[src/rtl/pipe_reg_elastic_if.sv]
// rtl/pipe_reg_elastic_if.sv - valid/ready handshake bundle for pipe_reg_elastic
// master drives the upstream beat and downstream ready; slave is the pipeline.
interface pipe_reg_elastic_if #(
   parameter int WIDTH = 16
);
   logic             in_valid;
   logic [WIDTH-1:0] in_data;
   logic             in_ready;
   logic             out_valid;
   logic [WIDTH-1:0] out_data;
   logic             out_ready;

   modport master (
      output in_valid, in_data, out_ready,
      input  in_ready, out_valid, out_data
   );

   modport slave (
      input  in_valid, in_data, out_ready,
      output in_ready, out_valid, out_data
   );
endinterface

[src/rtl/pipe_reg_elastic.sv]
// rtl/pipe_reg_elastic.sv - elastic valid/ready register chain, WIDTH x DEPTH, with occupancy
// Optional PIPE_FLUSH_EN adds a flush input that drops all held beats.
module pipe_reg_elastic #(
   parameter  int WIDTH = 16,
   parameter  int DEPTH = 3,
   localparam int OCC_W = $clog2(DEPTH + 1)
) (
   input  logic             clk,
   input  logic             rstn,
`ifdef PIPE_FLUSH_EN
   input  logic             flush,
`endif
   pipe_reg_elastic_if.slave bus,
   output logic [OCC_W-1:0] occ
);

   logic [DEPTH-1:0] v_q, v_d;
   logic [WIDTH-1:0] d_q [DEPTH];
   logic [WIDTH-1:0] d_d [DEPTH];
   logic [OCC_W-1:0] occ_q, occ_d;
   logic [DEPTH-1:0] ld;
   logic             acc, cons;

   // Load enables ripple from the output back: an empty stage always loads.
   always_comb begin
      logic nxt;
      ld  = '0;
      nxt = bus.out_ready;
      for (int k = DEPTH - 1; k >= 0; k--) begin
         ld[k] = !v_q[k] | nxt;
         nxt   = ld[k];
      end
   end

   assign acc           = bus.in_valid & ld[0];
   assign cons          = v_q[DEPTH-1] & bus.out_ready;
   assign bus.in_ready  = ld[0];
   assign bus.out_valid = v_q[DEPTH-1];
   assign bus.out_data  = d_q[DEPTH-1];
   assign occ           = occ_q;

   always_comb begin
      logic             pv;
      logic [WIDTH-1:0] pd;
      v_d   = v_q;
      d_d   = d_q;
      occ_d = occ_q;
      pv    = bus.in_valid;
      pd    = bus.in_data;
      for (int k = 0; k < DEPTH; k++) begin
         if (ld[k]) begin
            v_d[k] = pv;
            // Data only moves with a valid beat so bubbles leave registers quiet.
            if (pv) begin
               d_d[k] = pd;
            end
         end
         pv = v_q[k];
         pd = d_q[k];
      end
      if (acc && !cons) begin
         occ_d = occ_q + OCC_W'(1);
      end else if (!acc && cons) begin
         occ_d = occ_q - OCC_W'(1);
      end
`ifdef PIPE_FLUSH_EN
      if (flush) begin
         v_d   = '0;
         d_d   = d_q;
         occ_d = '0;
      end
`endif
   end

   always_ff @(posedge clk) begin
      if (!rstn) begin
         v_q   <= '0;
         occ_q <= '0;
         for (int k = 0; k < DEPTH; k++) begin
            d_q[k] <= '0;
         end
      end else begin
         v_q   <= v_d;
         d_q   <= d_d;
         occ_q <= occ_d;
      end
   end

endmodule

[src/flat_wrapper.sv]
// flat-port wrapper written by rule: the top's interface ports become plain ports
module pipe_reg_elastic_flat 
#(
   parameter  int WIDTH = 16,
   parameter  int DEPTH = 3,
   localparam int OCC_W = $clog2(DEPTH + 1)
)
  (clk, rstn, occ, bus_in_valid, bus_in_data, bus_out_ready, bus_in_ready, bus_out_valid, bus_out_data);
  pipe_reg_elastic_if #(.WIDTH(WIDTH)) bus_i ();
  input  logic clk;
  input  logic rstn;
  output logic [OCC_W-1:0] occ;
  input wire logic [$bits(bus_i.in_valid)-1:0] bus_in_valid;
  input wire logic [$bits(bus_i.in_data)-1:0] bus_in_data;
  input wire logic [$bits(bus_i.out_ready)-1:0] bus_out_ready;
  output wire logic [$bits(bus_i.in_ready)-1:0] bus_in_ready;
  output wire logic [$bits(bus_i.out_valid)-1:0] bus_out_valid;
  output wire logic [$bits(bus_i.out_data)-1:0] bus_out_data;
  assign bus_i.in_valid = bus_in_valid;
  assign bus_i.in_data = bus_in_data;
  assign bus_i.out_ready = bus_out_ready;
  assign bus_in_ready = bus_i.in_ready;
  assign bus_out_valid = bus_i.out_valid;
  assign bus_out_data = bus_i.out_data;
  pipe_reg_elastic #(.WIDTH(WIDTH), .DEPTH(DEPTH)) u_core (.clk(clk), .rstn(rstn), .bus(bus_i), .occ(occ));
endmodule
[config.mk]
export PLATFORM = sky130hd
export DESIGN_NAME = pipe_reg_elastic_flat
export DESIGN_NICKNAME = d
export VERILOG_FILES = /design/src/rtl/pipe_reg_elastic_if.sv /design/src/rtl/pipe_reg_elastic.sv /design/src/flat_wrapper.sv
export SDC_FILE = /design/constraint.sdc
export NUM_CORES = 1
export LEC_CHECK = 0
export ABC_AREA = 0
export CAP_MARGIN = 20
export CORE_UTILIZATION = 51
export CTS_CLUSTER_DIAMETER = 80
export DETAILED_ROUTE_END_ITERATION = 7
export PLACE_DENSITY_LB_ADDON = 0.05
export SKIP_LAST_GASP = 1
export SLEW_MARGIN = 0
export SYNTH_ARGS = -nofsm -noshare
export SYNTH_HDL_FRONTEND = slang
export SYNTH_SLANG_ARGS = --single-unit
[constraint.sdc]
create_clock -name clk -period 2.18 [get_ports clk]
set_input_delay 0.218 -clock clk [delete_from_list [all_inputs] [get_ports clk]]
set_output_delay 0.218 -clock clk [all_outputs]
set_load 0.05 [all_outputs]
Word level (Yosys, flattened, before mapping)
Cells that the tools add are included.
{"block": "op_classes", "addsub": 2, "bitwise_logic": 5, "muxes": 2, "n_reduce_logical": 11}
{"cell": "2-bit AND reduction", "n": 3}
{"cell": "1-bit logical NOT", "n": 5}
{"cell": "2-bit 2-to-1 mux", "n": 2}
{"cell": "1-bit bitwise OR", "n": 3}
{"cell": "2-bit by 1-bit adder with 2-bit output, second input constant", "n": 1}
{"cell": "1-bit bitwise AND", "n": 2}
{"cell": "1-bit logical AND", "n": 2}
{"cell": "2-bit nonzero test", "n": 1}
{"cell": "2-bit by 1-bit subtractor with 2-bit output, second input constant", "n": 1}
{"block": "totals", "regBits": 53, "out_inout_bits": 20, "input_bits": 20, "wordCells": 27}

Longest topological paths before layout
{"block": "depth", "word_depth": 9, "depth_mapped": 9}

Least setup slack after synthesis
Ideal clock, no wire load.
{"block": "synth_path", "kind": "register to register", "from": "register u_core.v_q[2]", "to": "register u_core.occ_q[1] (netlist: u_core.occ[1])", "arrival_ps": 2489, "setup_time_ps": 70, "path_slack_ps": -380, "n_path_buf": 1, "t_required_ps": 2110, "path_stages_with_launch": 8, "period_less_slack_ps": 2560, "cell_sequence": "dfxtp_1 -> nand4b_2 -> nand2_4 -> buf_6 -> inv_2 -> ha_1 -> or3_1 -> a21oi_1"}
{"block": "synth_via", "elab_chain_cells": 8}
{"element": "from (decl)", "line_no": "pipe_reg_elastic.sv:17", "source": "logic [DEPTH-1:0] v_q, v_d;"}
{"element": "from (signal assigned)", "line_no": "pipe_reg_elastic.sv:83", "source": "v_q <= v_d;"}
{"element": "1-bit logical NOT (*)", "line_no": "pipe_reg_elastic.sv:30", "source": "ld[k] = !v_q[k] | nxt;"}
{"element": "1-bit bitwise OR (*) (3 in series)", "line_no": "pipe_reg_elastic.sv:30"}
{"element": "named net bus_in_ready", "line_no": "flat_wrapper.sv:16", "source": "output wire logic [$bits(bus_i.in_ready)-1:0] bus_in_ready;"}
{"element": "1-bit bitwise AND (*)", "line_no": "pipe_reg_elastic.sv:35", "source": "assign acc = bus.in_valid & ld[0];"}
{"element": "named net u_core.acc", "line_no": "pipe_reg_elastic.sv:22", "source": "logic acc, cons;"}
{"element": "1-bit logical NOT", "line_no": "pipe_reg_elastic.sv:63", "source": "end else if (!acc && cons) begin"}
{"element": "1-bit logical AND", "line_no": "pipe_reg_elastic.sv:63"}
{"element": "2-bit nonzero test (no line)"}
{"element": "to (signal assigned)", "line_no": "pipe_reg_elastic.sv:78", "source": "occ_q <= '0;"}
{"element": "to (signal assigned)", "line_no": "pipe_reg_elastic.sv:85", "source": "occ_q <= occ_d;"}
{"element": "to (decl)", "line_no": "pipe_reg_elastic.sv:20", "source": "logic [OCC_W-1:0] occ_q, occ_d;"}
Mark *: on every way through the listed nets, which the timed path passes. The rest lies on a longest branch.
A chain may end at the register's enable or synchronous reset.

Worst setup path in the final report
{"block": "layout_path", "from": "register u_core.occ_q[0] (netlist: u_core.occ[0])", "to": "output occ[0]"}
{"element": "to (decl)", "line_no": "flat_wrapper.sv:12", "source": "output logic [OCC_W-1:0] occ;"}
No word-level cell between the ends.

==> flow_metrics.py <==
metrics = {
    "placement": {
        "portBuffers": 39,
        "gp_congestion": 0.745,
        "dp_hpwl_um": 2450,
        "pre_cts_slack_ns": 0.237,
    },
    "die": {
        "coreArea_um2": 4060,
        "die_y_um": 67.4,
        "die-area_um2": 4540,
        "fp-row-count": 23,
        "start_util_pct": 53.7,
        "io_pins": 40,
        "die_w_um": 67.4,
    },
    "sta": {
        "final-setup-viol-count": 0,
        "worst_slack_ns": 0.432,
        "rsz0062_at_grt": "false",
        "fin_crit_sh_pct": 80.2,
        "fin_skew_ns": 0.00641,
        "post-route-min-period_ns": 1.75,
        "hold_viol_final": 0,
        "slew_viol_final": 0,
        "timing.fmax_mhz": 572,
        "setup_tns_ns": 0,
        "timing.slew.headroom_pct": 55.9,
        "tightest_slew_ns": 0.660,
    },
    "route": {
        "avgViaCountPerCell": 4.94,
        "drc": 0,
        "drt_iter0_drc": 157,
        "drt_pass1_iterations": 4,
        "wl_um": 3670,
        "ant_nets": 0,
        "num_vias": 1503,
        "wire_per_inst_um": 12.1,
    },
    "clock_tree": {
        "ctsResizeCount": 0,
        "cts_buffers": 5,
        "hold_buffers": 0,
        "clk_pin_slew_ns": 0.09,
        "cts_tree": "yes",
        "post-cts-setup-buffer-count": 0,
        "cts_sinks": 53,
        "clockRootBuffer": "clkbuf_8",
        "clockBufferDepth": 2,
        "clkLatencyLatePin_ns": 0.30,
        "h-tree-depth": 2,
    },
    "pwr": {
        "clkPwrFrac_pct": 34.5,
        "seqPwrFrac_pct": 55.2,
        "ir_worst_vdd_mv": 0.344,
        "internal_power_mw": 1.42,
        "totalPowerFinal_mw": 1.85,
        "p_sw_uw": 425,
        "p_leak_nw": 1.06,
        "combPwrFrac_pct": 10.2,
        "switching_share_pct": 23.0,
        "power_density_nw_per_um2": 721,
    },
    "final_layout": {
        "utilization_pct": 63.1,
        "post_route_cells_drive_above_1_share_pct": 8.27,
        "syn2layout_area_growth_pct": 17.5,
        "nets": 275,
        "diodes": 0,
    },
    "logic_synthesis": {
        "yosys.area.top_type": "dfxtp_1",
        "ys_async_sr_fraction_pct": 0,
        "ys.flop_type": "dfxtp_1",
        "syn_avg_cell_area_um2": 9.35,
        "netlist_area_um2": 2180,
        "synth_top_area_share_pct": 48.7,
        "seq_area_frac_synth_pct": 48.7,
        "synth_nets": 254,
        "synthTopCellsByCount": "dfxtp_1, nand2_1, mux2i_1",
        "syn_inst": 233,
        "synth-seq-cells": 53,
        "synth_edf_count": 0,
        "yosysUniqueCellTypes": 24,
        "synthTopCellsByArea": "dfxtp_1, mux2i_1, nand2_1",
        "synth_warnings": 0,
        "synth.most_common_cell": "dfxtp_1",
    },
    "worst_setup_path": {
        "worstPathArrival_ns": 1.53,
        "critPathTopFamily": "buffers and inverters",
        "path_class": "reg -> out",
        "crit_path_end_kind": "output port",
        "worstPathRequired_ns": 1.96,
        "cp_slowest_cell": "clkdlybuf4s50_1",
        "worstPathCellList": "clkdlybuf4s50_1",
        "crit_fanout": 3,
        "slowest_delay_ns": 0.83,
        "crit_buf_inv": 1,
        "setup.worst_path.start_class": "register",
    },
    "grt": {
        "track_usage_pct": 19.0,
        "use_met1_pct": 27.0,
        "grt_max_degree": 31,
        "grt_use_met2_pct": 26.5,
        "antenna_found_initial": 0,
        "busiest_layer": "met1",
        "grt_pass1_vias": 1331,
        "grtUsageMet3_pct": 6.08,
        "grt-ovfl-total": 0,
        "grt_pass1_wl_um": 6310,
    },
    "worst_hold_path": {
        "hp-class": "in -> reg",
    },
    "outcome": {
        "outcome": "completed",
    },
    "flow_run": {
        "maxCapViolations": 0,
    },
}
[cell type report]
class | instances | area [um2]
clock buffer | 5 | 68.8
clock inverter | 2 | 35.0
fill | 374 | 1500
inverter | 4 | 20.0
multi-input combinational | 145 | 880
sequential | 53 | 1060
tap | 50 | 62.6
timing repair buffer | 45 | 433
[routing by layer]
layer | wire, um | vias up
met4 | 53 | 0
li1 | - | 803
met5 | 0 | -
met2 | 1460 | 41
met1 | 1990 | 654
met3 | 153 | 5
[state kept, by name, indices dropped and copies added (netlist names)]
signal               cells
u_core.bus.out_data     16
u_core.occ               2
u_core.d_q              32
u_core.v_q               3
[layout by cell type, fill, tap and decap left out, types with 2 or more instances in the layout]
cell,count
clkbuf_8,5
xor2_1,2
mux2i_1,32
inv_1,2
a21oi_1,20
nand2_1,49
buf_4,7
o21ai_0,8
dfxtp_1,52
nand3_1,16
clkdlybuf4s50_1,38
o21ai_1,9
nor2_1,2
[power by group through the flow]
stage          logic (mW)  registers [mW]  clock network [mW]
2_1_floorplan       0.114            1.06                   0
3_3_place_gp        0.188            1.04                   0
3_5_place_dp        0.190            1.04                   0
4_1_cts             0.190            1.02               0.661
5_1_grt             0.208            1.02               0.698
6_report            0.189            1.02               0.638
[cell families (layout without fill, tap and decap cells)]
kind of cell / Yosys count / in the layout / share of synthesized area (%)
fa+ha+maj: 1 / 1 / 0.574
simple gates: 72 / 72 / 14.6
xor+xnor: 2 / 2 / 0.804
compound gates: 38 / 38 / 9.24
mux: 32 / 32 / 14.7
buf+inv: 35 / 56 / 11.4
flops: 53 / 53 / 48.7
[final timing paths]
path,endpoint,startpoint,cells after the start,slack [ns]
hold reg to reg,u_core.d_q[17],u_core.d_q[33],2,0.47
setup / recovery,occ[0],u_core.occ[0],1,0.43
setup reg to reg,u_core.occ[1],u_core.v_q[0],6,0.55
hold / removal,u_core.d_q[38],bus_in_data[6],3,0.46
[through the flow]
step	area (um2)	hold slack, ns	cells
4_1_cts	2560	0.444	304
3_3_place_gp	2460	0.449	297
2_1_floorplan	2190	0.347	233
6_report	2560	0.457	304
3_5_place_dp	2460	0.456	297
5_1_grt	2560	0.451	304
Power figures use the tool's default switching activity.
